## src/rtl/comp_pkg.sv

```systemverilog
// rtl/comp_pkg.sv - shared types, result codes and helpers for the sequential magnitude comparator
package comp_pkg;

  typedef enum logic {
    ST_IDLE = 1'b0,
    ST_RUN  = 1'b1
  } state_t;

  localparam logic [1:0] RES_LT = 2'd0;
  localparam logic [1:0] RES_EQ = 2'd1;
  localparam logic [1:0] RES_GT = 2'd2;

  // Ceiling log2, usable in parameter expressions
  function automatic int clog2(input int n);
    int r;
    r = 0;
    while ((1 << r) < n) r++;
    return r;
  endfunction

endpackage

```

## src/rtl/comp_slice.sv

```systemverilog
// rtl/comp_slice.sv - combinational CHUNK-bit unsigned lt/gt compare, MSB-first cascade
module comp_slice #(
  parameter int CHUNK = 2
) (
  input  logic [CHUNK-1:0] sa,
  input  logic [CHUNK-1:0] sb,
  output logic             slt,
  output logic             sgt
);

  logic lt_v;
  logic gt_v;

  // Walk from MSB down; the first differing bit decides and masks all lower bits
  always_comb begin
    lt_v = 1'b0;
    gt_v = 1'b0;
    for (int i = CHUNK - 1; i >= 0; i--) begin
      if (!lt_v && !gt_v) begin
        if (sa[i] && !sb[i]) begin
          gt_v = 1'b1;
        end else if (!sa[i] && sb[i]) begin
          lt_v = 1'b1;
        end
      end
    end
    slt = lt_v;
    sgt = gt_v;
  end

endmodule

```

## src/rtl/seq_mag_comp.sv

```systemverilog
// rtl/seq_mag_comp.sv - multi-cycle MSB-first magnitude comparator, CHUNK bits per clock
module seq_mag_comp
  import comp_pkg::*;
#(
  parameter  int WIDTH  = 8,
  parameter  int CHUNK  = 2,
  localparam int NSLICE = WIDTH / CHUNK,
  localparam int CW     = clog2(NSLICE + 1)
) (
  input  logic             clk,
  input  logic             rst,
  input  logic             start,
  input  logic             sgn,
  input  logic [WIDTH-1:0] a,
  input  logic [WIDTH-1:0] b,
  output logic             busy,
  output logic             done,
  output logic             lt,
  output logic             gt,
  output logic             eq,
  output logic [CW-1:0]    ncyc
);

  localparam int              IW      = (NSLICE > 1) ? clog2(NSLICE) : 1;
  localparam logic [IW-1:0]   TOP_IDX = IW'(NSLICE - 1);

  state_t           state_q;
  logic [WIDTH-1:0] a_q;
  logic [WIDTH-1:0] b_q;
  logic             sgn_q;
  logic [IW-1:0]    idx_q;
  logic             done_q;
  logic             lt_q;
  logic             gt_q;
  logic             eq_q;
  logic [CW-1:0]    ncyc_q;
  logic [CW-1:0]    ncyc_d;

  logic [CHUNK-1:0] sa;
  logic [CHUNK-1:0] sb;
  logic             slt;
  logic             sgt;
  logic [1:0]       res_d;

  // Select the current slice; in signed mode flip the sign bit so two's complement orders as unsigned
  always_comb begin
    sa = a_q[int'(idx_q) * CHUNK +: CHUNK];
    sb = b_q[int'(idx_q) * CHUNK +: CHUNK];
    if (sgn_q && (idx_q == TOP_IDX)) begin
      sa[CHUNK-1] = ~sa[CHUNK-1];
      sb[CHUNK-1] = ~sb[CHUNK-1];
    end
  end

  comp_slice #(
    .CHUNK(CHUNK)
  ) u_slice (
    .sa (sa),
    .sb (sb),
    .slt(slt),
    .sgt(sgt)
  );

  assign res_d  = sgt ? RES_GT : (slt ? RES_LT : RES_EQ);
  assign ncyc_d = ncyc_q + CW'(1);

  // Control FSM with operand latch, slice index, registered result and cycle count
  always_ff @(posedge clk) begin
    if (rst) begin
      state_q <= ST_IDLE;
      a_q     <= '0;
      b_q     <= '0;
      sgn_q   <= 1'b0;
      idx_q   <= '0;
      done_q  <= 1'b0;
      lt_q    <= 1'b0;
      gt_q    <= 1'b0;
      eq_q    <= 1'b0;
      ncyc_q  <= '0;
    end else begin
      done_q <= 1'b0;
      case (state_q)
        ST_IDLE: begin
          if (start) begin
            a_q     <= a;
            b_q     <= b;
            sgn_q   <= sgn;
            idx_q   <= TOP_IDX;
            lt_q    <= 1'b0;
            gt_q    <= 1'b0;
            eq_q    <= 1'b0;
            ncyc_q  <= '0;
            state_q <= ST_RUN;
          end
        end
        ST_RUN: begin
          ncyc_q <= ncyc_d;
          if (sgt || slt || (idx_q == '0)) begin
            lt_q    <= (res_d == RES_LT);
            gt_q    <= (res_d == RES_GT);
            eq_q    <= (res_d == RES_EQ);
            done_q  <= 1'b1;
            state_q <= ST_IDLE;
          end else begin
            idx_q <= idx_q - IW'(1);
          end
        end
        default: state_q <= ST_IDLE;
      endcase
    end
  end

  assign busy = (state_q == ST_RUN);
  assign done = done_q;
  assign lt   = lt_q;
  assign gt   = gt_q;
  assign eq   = eq_q;
  assign ncyc = ncyc_q;

endmodule

```

## config.mk

```make
export PLATFORM = sky130hd
export DESIGN_NAME = seq_mag_comp
export DESIGN_NICKNAME = d
export VERILOG_FILES = /design/src/rtl/comp_pkg.sv /design/src/rtl/comp_slice.sv /design/src/rtl/seq_mag_comp.sv
export SDC_FILE = /design/constraint.sdc
export NUM_CORES = 1
export LEC_CHECK = 0
export CORE_ASPECT_RATIO = 1.5
export CORE_MARGIN = 2
export CORE_UTILIZATION = 49
export DETAILED_ROUTE_END_ITERATION = 10
export GPL_TIMING_DRIVEN = 0
export MAX_ROUTING_LAYER = met4
export PLACE_DENSITY = 0.77
export SYNTH_ARGS = -nofsm -noshare
export SYNTH_HDL_FRONTEND = slang
export SYNTH_SLANG_ARGS = --single-unit
```

## constraint.sdc

```tcl
create_clock -name clk -period 2.8 [get_ports clk]
set_clock_uncertainty 0.05 [all_clocks]
set_input_delay 0.56 -clock clk [delete_from_list [all_inputs] [get_ports clk]]
set_output_delay 0.56 -clock clk [all_outputs]
set_load 0.01 [all_outputs]
```

==> metrics.md, run 1 <==
| Metric | Value |
|---|---|
| Status | finished, final reports clean |
| All-Layer GR Usage | 21.5% |
| Synth warn | 0 |
| Nets | 208 |
| # Max-Cap Violations | 0 |
| Starting Density | 52.5% |
| Fin. max-slew vios | 0 |
| Clock Power Share | 21.5% |
| Global-route wire length before repair | 4670 um |
| Clock latency on the worst-skew pair | 0.34 ns |
| Final WL | 2720 um |
| Reg clk slew, reported paths | 0.15 ns |
| Internal Pwr Total | 0.566 mW |
| Vias in the first global route | 1093 |
| Synthesized cell area | 1300 sq um |
| Slew HR | 69.5% |
| TritonCTS Buffers | 3 |
| Area Growth Syn to Fin | 26.3% |
| Vias per cell | 5.50 |
| # clock sinks | 27 |
| CTS tree | done |
| Cell with the most instances after synthesis | nand2_1 |
| Critical Path AT | 2.82 ns |
| Share of the synthesized area in the top cell type | 41.5% |
| Number of synthesized register bits | 27 |
| Flop2flop setup slack | 0.18 ns |
| ANT cells | 0 |
| Seq/Total Area, Yosys | 41.5% |
| Post_cts resized | 0 |
| CTS root buf | clkbuf_4 |
| Cell area after layout | 1640 sq um |
| I/O Buffers | 27 |
| Sequential power share | 53.5% |
| Period utilization | 93.6% |
| Final Hold Viols | 0 |
| Post-synth EDFFs | 0 |
| Syn nets | 176 |
| Type of origin of the critical path | register |
| Total negative slack | 0 ns |
| Top_reg_cell synth | dfxtp_1 |
| Die ar. | 3090 sq um |
| CP Class | register to register |
| Initial antenna violation count | 0 |
| Synth area leaders | dfxtp_1, nand2_1, a21oi_1 |
| Worst-Margin Slew | 0.457 ns |
| Hold Buf Count CTS | 0 |
| Largest net degree at the start of global routing | 16 |
| Pwr Density | 490 nW/um^2 |
| Share of total power in combinational logic | 25.0% |
| Die Height | 67.1 um |
| Min Clock Period, post-route | 2.62 ns |
| Hold crit path type | register to register |
| Layout cell share with drive strength beyond 1 | 6.59% |
| DP Area | 1600 sq um |
| Drt drc | 0 |
| WP data required | 3.00 ns |
| Net Sw Frac | 29.7% |
| Htree depth | 1 |
| ANT nets after route | 0 |
| Pleak | 0.624 nW |
| Horiz. Die Dim | 46.1 um |
| Most frequent cells after synthesis | nand2_1, dfxtp_1, a21oi_1, clkbuf_1 |
| Syn_area_per_cell | 8.62 sq um |
| Drt first pass iters | 4 |
| Crit. End Element | register |
| Routed vias | 1133 |
| RSZ-0062 raised after global routing | false |
| Crit Path Max Fanout | 7 |
| Final setup fails | 0 |
| Core area | 2480 sq um |
| DP Wirelength | 2150 um |
| Detailed Route Iter0 Violations | 28 |
| Max Root-Sink Buffers | 2 |
| Row cnt | 22 |
| Switching pwr | 0.240 mW |
| Per-cell routed wire length | 13.2 um |
| Placer Congestion | 0.810 |
| Grt ovf | 0 |
| Async set or reset register ratio after synthesis | 0% |
| Worst IR Drop VDD | 0.339 mV |
| Synth Instances | 151 |
| Synth area leader | dfxtp_1 |
| Max Freq | 382 MHz |
| Netlist cell types | 31 |
| Boundary Pins | 28 |
| # Post-CTS Setup Buffers | 0 |
==> power by group through the flow <==
stage / combinational (mW) / sequential (mW) / clock [mW]
finish: 0.202 / 0.431 / 0.174
global route: 0.228 / 0.435 / 0.195
detailed placement: 0.196 / 0.440 / 0
global placement: 0.191 / 0.438 / 0
CTS: 0.197 / 0.431 / 0.179
floorplan: 0.128 / 0.436 / 0
==> cells by family (layout without fill, tap and decap cells) <==
kind of cell             count (synthesis)  in the layout  synth area share, %
multiplexers                             6              6                 9.71
flip-flops                              27             27                 41.5
buffers and inverters                   17             48                 5.00
AO/OA/AOI/OAI                           36             36                 16.7
XOR/XNOR                                 6              6                 4.04
adder cells (fa/ha/maj)                  5              5                 4.81
AND/OR/NAND/NOR                         54             54                 18.2
==> worst paths after layout <==
path              startpoint     end  cells past startpoint
setup / recovery    idx_q[0]      lt                      9
hold reg to reg       a_q[5]  a_q[5]                      2
setup reg to reg    idx_q[0]      lt                      9
hold / removal        a_q[5]  a_q[5]                      2
==> worst max-delay path, cell delays in order, from the launching register on <==
cell	delay, ns
dfxtp_1	0.36
clkbuf_4	0.20
mux4_2	0.54
xnor2_1	0.21
inv_1	0.07
ha_1	0.29
inv_1	0.17
o21ai_0	0.11
a2111o_1	0.44
o311ai_1	0.10
==> routing by layer <==
metal  share of wire (%)  vias up  GRT usage, %
met5                   0        -             -
met4                 2.9        0          11.4
met3                 2.7        9          2.98
met2                  54       23          35.9
met1                  41      523          23.8
li1                    -      578             -
==> cell usage in the layout, fill, tap and decap left out, types with 2 or more instances in the layout <==
cell type / instances
clkbuf_1: 8
nand2b_1: 3
nand2_1: 35
nor2b_1: 2
nor2_1: 7
nand3b_1: 2
clkdlybuf4s50_1: 27
ha_1: 5
a21oi_1: 23
clkbuf_4: 4
xnor2_1: 5
o211a_1: 2
mux4_2: 4
o21ai_0: 3
inv_1: 7
dfxtp_1: 27
==> per-stage QoR <==
step	cells	hold WS (ns)	total power [mW]	worst slack, ns	util (%)
3_5_place_dp	202	0.401	0.636	0.147	64.6
5_1_grt	206	0.436	0.858	0.00729	66.4
2_1_floorplan	151	0.383	0.564	0.427	-
6_report	206	0.417	0.806	0.179	66.4
3_3_place_gp	202	0.392	0.629	0.206	64.6
4_1_cts	206	0.420	0.807	0.0891	65.8
==> flip-flops by register name, summed over array words and instances, names as in the netlist <==
register / flops
a_q: 8
b_q: 8
busy: 1
done: 1
eq: 1
gt: 1
idx_q: 2
lt: 1
ncyc: 3
sgn_q: 1
==> cell type report <==
cell class,instances,area [sq um]
Fill cell,225,833
Multi-Input combinational cell,107,708
Sequential cell,27,541
Timing Repair Buffer,27,270
Buffer,9,37.5
Inverter,8,30.0
Tap cell,24,30.0
Clock buffer,3,22.5
Clock inverter,1,5.00
(Power assumes the default switching activity.)
==> inputs of run 2 (changes only) <==
--- a/config.mk
+++ b/config.mk
@@ -5,13 +5,14 @@
 export SDC_FILE = /design/constraint.sdc
 export NUM_CORES = 1
 export LEC_CHECK = 0
+export ABC_AREA = 1
 export CORE_ASPECT_RATIO = 1.5
 export CORE_MARGIN = 2
 export CORE_UTILIZATION = 49
 export DETAILED_ROUTE_END_ITERATION = 10
 export GPL_TIMING_DRIVEN = 0
 export MAX_ROUTING_LAYER = met4
-export PLACE_DENSITY = 0.77
+export PLACE_DENSITY = 0.78
 export SYNTH_ARGS = -nofsm -noshare
 export SYNTH_HDL_FRONTEND = slang
 export SYNTH_SLANG_ARGS = --single-unit
==> run 2 against run 1 <==
Combinational power is 20% higher. Via count up 4.4%. Die area decreased by 2.1%. Power grew 4.9%. Register-to-register slack improved by 0.29 ns. Global-route usage decreased by 0.69 points. First-iteration DRC count decreased by 14%. Clock power down 3%. Clock-buffer cell count increased by 1. Fmax rose by 12%. Critical endpoint is now idx_q[0].
==> metrics.md, run 2 <==
| Metric | Value |
|---|---|
| Sequential power share | 51.4% |
| Hold Crit Endpoint | a_q[6] |
| Total negative slack | 0 ns |
| Drt drc | 0 |
| RSZ-0062 raised after global routing | false |
| Die ar. | 3030 sq um |
| Horiz. Die Dim | 45.6 um |
| Netlist cell types | 24 |
| Final WL | 2570 um |
| Fin. max-slew vios | 0 |
| Area Growth Syn to Fin | 25.7% |
| All-Layer GR Usage | 20.8% |
| Synth area leaders | dfxtp_1, nor2_1, o21ai_0 |
| WP data required | 2.98 ns |
| Grt ovf | 0 |
| Crit. End Element | register |
| Final Hold Viols | 0 |
| Net Sw Frac | 31.2% |
| Pleak | 0.703 nW |
| Max Freq | 429 MHz |
| Nets | 226 |
| Routed vias | 1183 |
| Seq/Total Area, Yosys | 42.5% |
| Largest net degree at the start of global routing | 15 |
| R2R cell count | 12 |
| Pwr Density | 529 nW/um^2 |
| Cell with the most instances after synthesis | nor2_1 |
| Type of origin of the critical path | register |
| Critical Path AT | 2.52 ns |
| Worst IR Drop VDD | 0.386 mV |
| Most frequent cells in the layout | nor2_1, dfxtp_1, clkdlybuf4s50_1 |
| Min-delay src | a_q[6] |
| Most frequent cells after synthesis | nor2_1, dfxtp_1, nand2_1, o21ai_0, inv_1 |
| Htree depth | 1 |
| Syn nets | 194 |
| ANT nets after route | 0 |
| Top_reg_cell synth | dfxtp_1 |
| Internal Pwr Total | 0.582 mW |
| # Post-CTS Setup Buffers | 0 |
| Global-route wire length before repair | 4630 um |
| Hold Path Cell Cnt | 2 |
| Min Hold Slack | 0.420 ns |
| Clock latency on the worst-skew pair | 0.32 ns |
| Vias in the first global route | 1094 |
| Most common cell after layout, fill and taps aside | nor2_1 |
| Period utilization | 83.3% |
| Vias per cell | 5.28 |
| Detailed Route Iter0 Violations | 24 |
| # clock sinks | 27 |
| Reg clk slew, reported paths | 0.14 ns |
| Die Height | 66.4 um |
| Min Clock Period, post-route | 2.33 ns |
| Per-cell routed wire length | 11.5 um |
| Flop2flop setup slack | 0.47 ns |
| I/O Buffers | 27 |
| Hold Buf Count CTS | 0 |
| Post-synth EDFFs | 0 |
| Clock Power Share | 19.8% |
| Synthesized cell area | 1270 sq um |
| Syn_area_per_cell | 7.52 sq um |
| Initial antenna violation count | 0 |
| Worst Setup SP | idx_q[1] |
| Slew HR | 69.9% |
| Final setup fails | 0 |
| Synth area leader | dfxtp_1 |
| Share of total power in combinational logic | 28.8% |
| Hold crit path type | register to register |
| Synth warn | 0 |
| CP Class | register to register |
| Layout cell share with drive strength beyond 1 | 10.5% |
| Share of the synthesized area in the top cell type | 42.5% |
| ANT cells | 0 |
| Crit Path Max Fanout | 7 |
| Boundary Pins | 28 |
| Starting Density | 51.9% |
| Drt first pass iters | 4 |
| Worst-Margin Slew | 0.451 ns |
| Number of synthesized register bits | 27 |
| Max Root-Sink Buffers | 2 |
| Async set or reset register ratio after synthesis | 0% |
| R2R Path Start | idx_q[1] |
| Synth Instances | 169 |
| TritonCTS Buffers | 3 |
| # Max-Cap Violations | 0 |
| Status | finished, final reports clean |
| Post_cts resized | 0 |
| FF-to-FF End | idx_q[0] |
| Placer Congestion | 0.882 |
| CTS tree | done |
| DP Wirelength | 1990 um |
| CTS root buf | clkbuf_4 |
| Row cnt | 22 |
| Core area | 2450 sq um |
| Switching pwr | 0.264 mW |
[run 2: worst max-delay path by stage]
stage / to / slack, ns
after global routing: idx_q[0] / 0.19
final: idx_q[0] / 0.47
after CTS: idx_q[0] / 0.46
after detailed placement: idx_q[0] / 0.49
after floorplan: idx_q[1] / 0.76
after global placement: idx_q[0] / 0.57
[run 2: critical path: stages, from the launching register on]
cell      delay (ns)
dfxtp_1         0.43
inv_1           0.17
a21oi_1         0.16
a32o_1          0.16
xor2_1          0.20
inv_1           0.07
ha_1            0.32
nand3_1         0.12
o21bai_1        0.10
nor2_2          0.12
nand3_2         0.11
o21ai_0         0.16
nor2_1          0.06
[run 2: logic make-up after synthesis]
logic type / count (synthesis) / share of synthesized area [%]
buf+inv: 24 / 8.66
xor+xnor: 2 / 1.38
fa+ha+maj: 5 / 4.92
flops: 27 / 42.5
simple gates: 74 / 26.2
compound gates: 37 / 16.3
[run 2: area by class of cell]
type / count / area (sq um)
Multi-Input combinational cell: 118 / 621
Inverter: 17 / 71.3
Timing Repair Buffer: 27 / 270
Tap cell: 24 / 30.0
Fill cell: 228 / 852
Buffer: 7 / 38.8
Sequential cell: 27 / 541
Clock buffer: 4 / 26.3
[run 2: routing by layer]
metal | vias to the layer above | wire [um] | GRT usage, %
li1 | 610 | - | -
met1 | 541 | 1060 | 25.2
met5 | - | 0 | -
met4 | 0 | 46 | 9.19
met3 | 5 | 87 | 1.64
met2 | 27 | 1380 | 34.2
[run 2: through the flow]
stage	cells	util [%]	area, sq um	setup slack (ns)	total power [mW]
floorplan	169	-	1270	0.757	0.609
global placement	220	64.1	1570	0.571	0.680
detailed placement	220	64.1	1570	0.494	0.688
CTS	224	65.2	1600	0.464	0.855
global route	224	65.2	1600	0.191	0.905
finish	224	65.2	1600	0.469	0.846
[run 2: power groups by stage]
stage / Clock, mW / Combinational, mW / Sequential, mW
5_1_grt: 0.188 / 0.279 / 0.438
2_1_floorplan: 0 / 0.166 / 0.443
3_3_place_gp: 0 / 0.238 / 0.442
4_1_cts: 0.174 / 0.246 / 0.435
6_report: 0.168 / 0.243 / 0.435
3_5_place_dp: 0 / 0.245 / 0.443
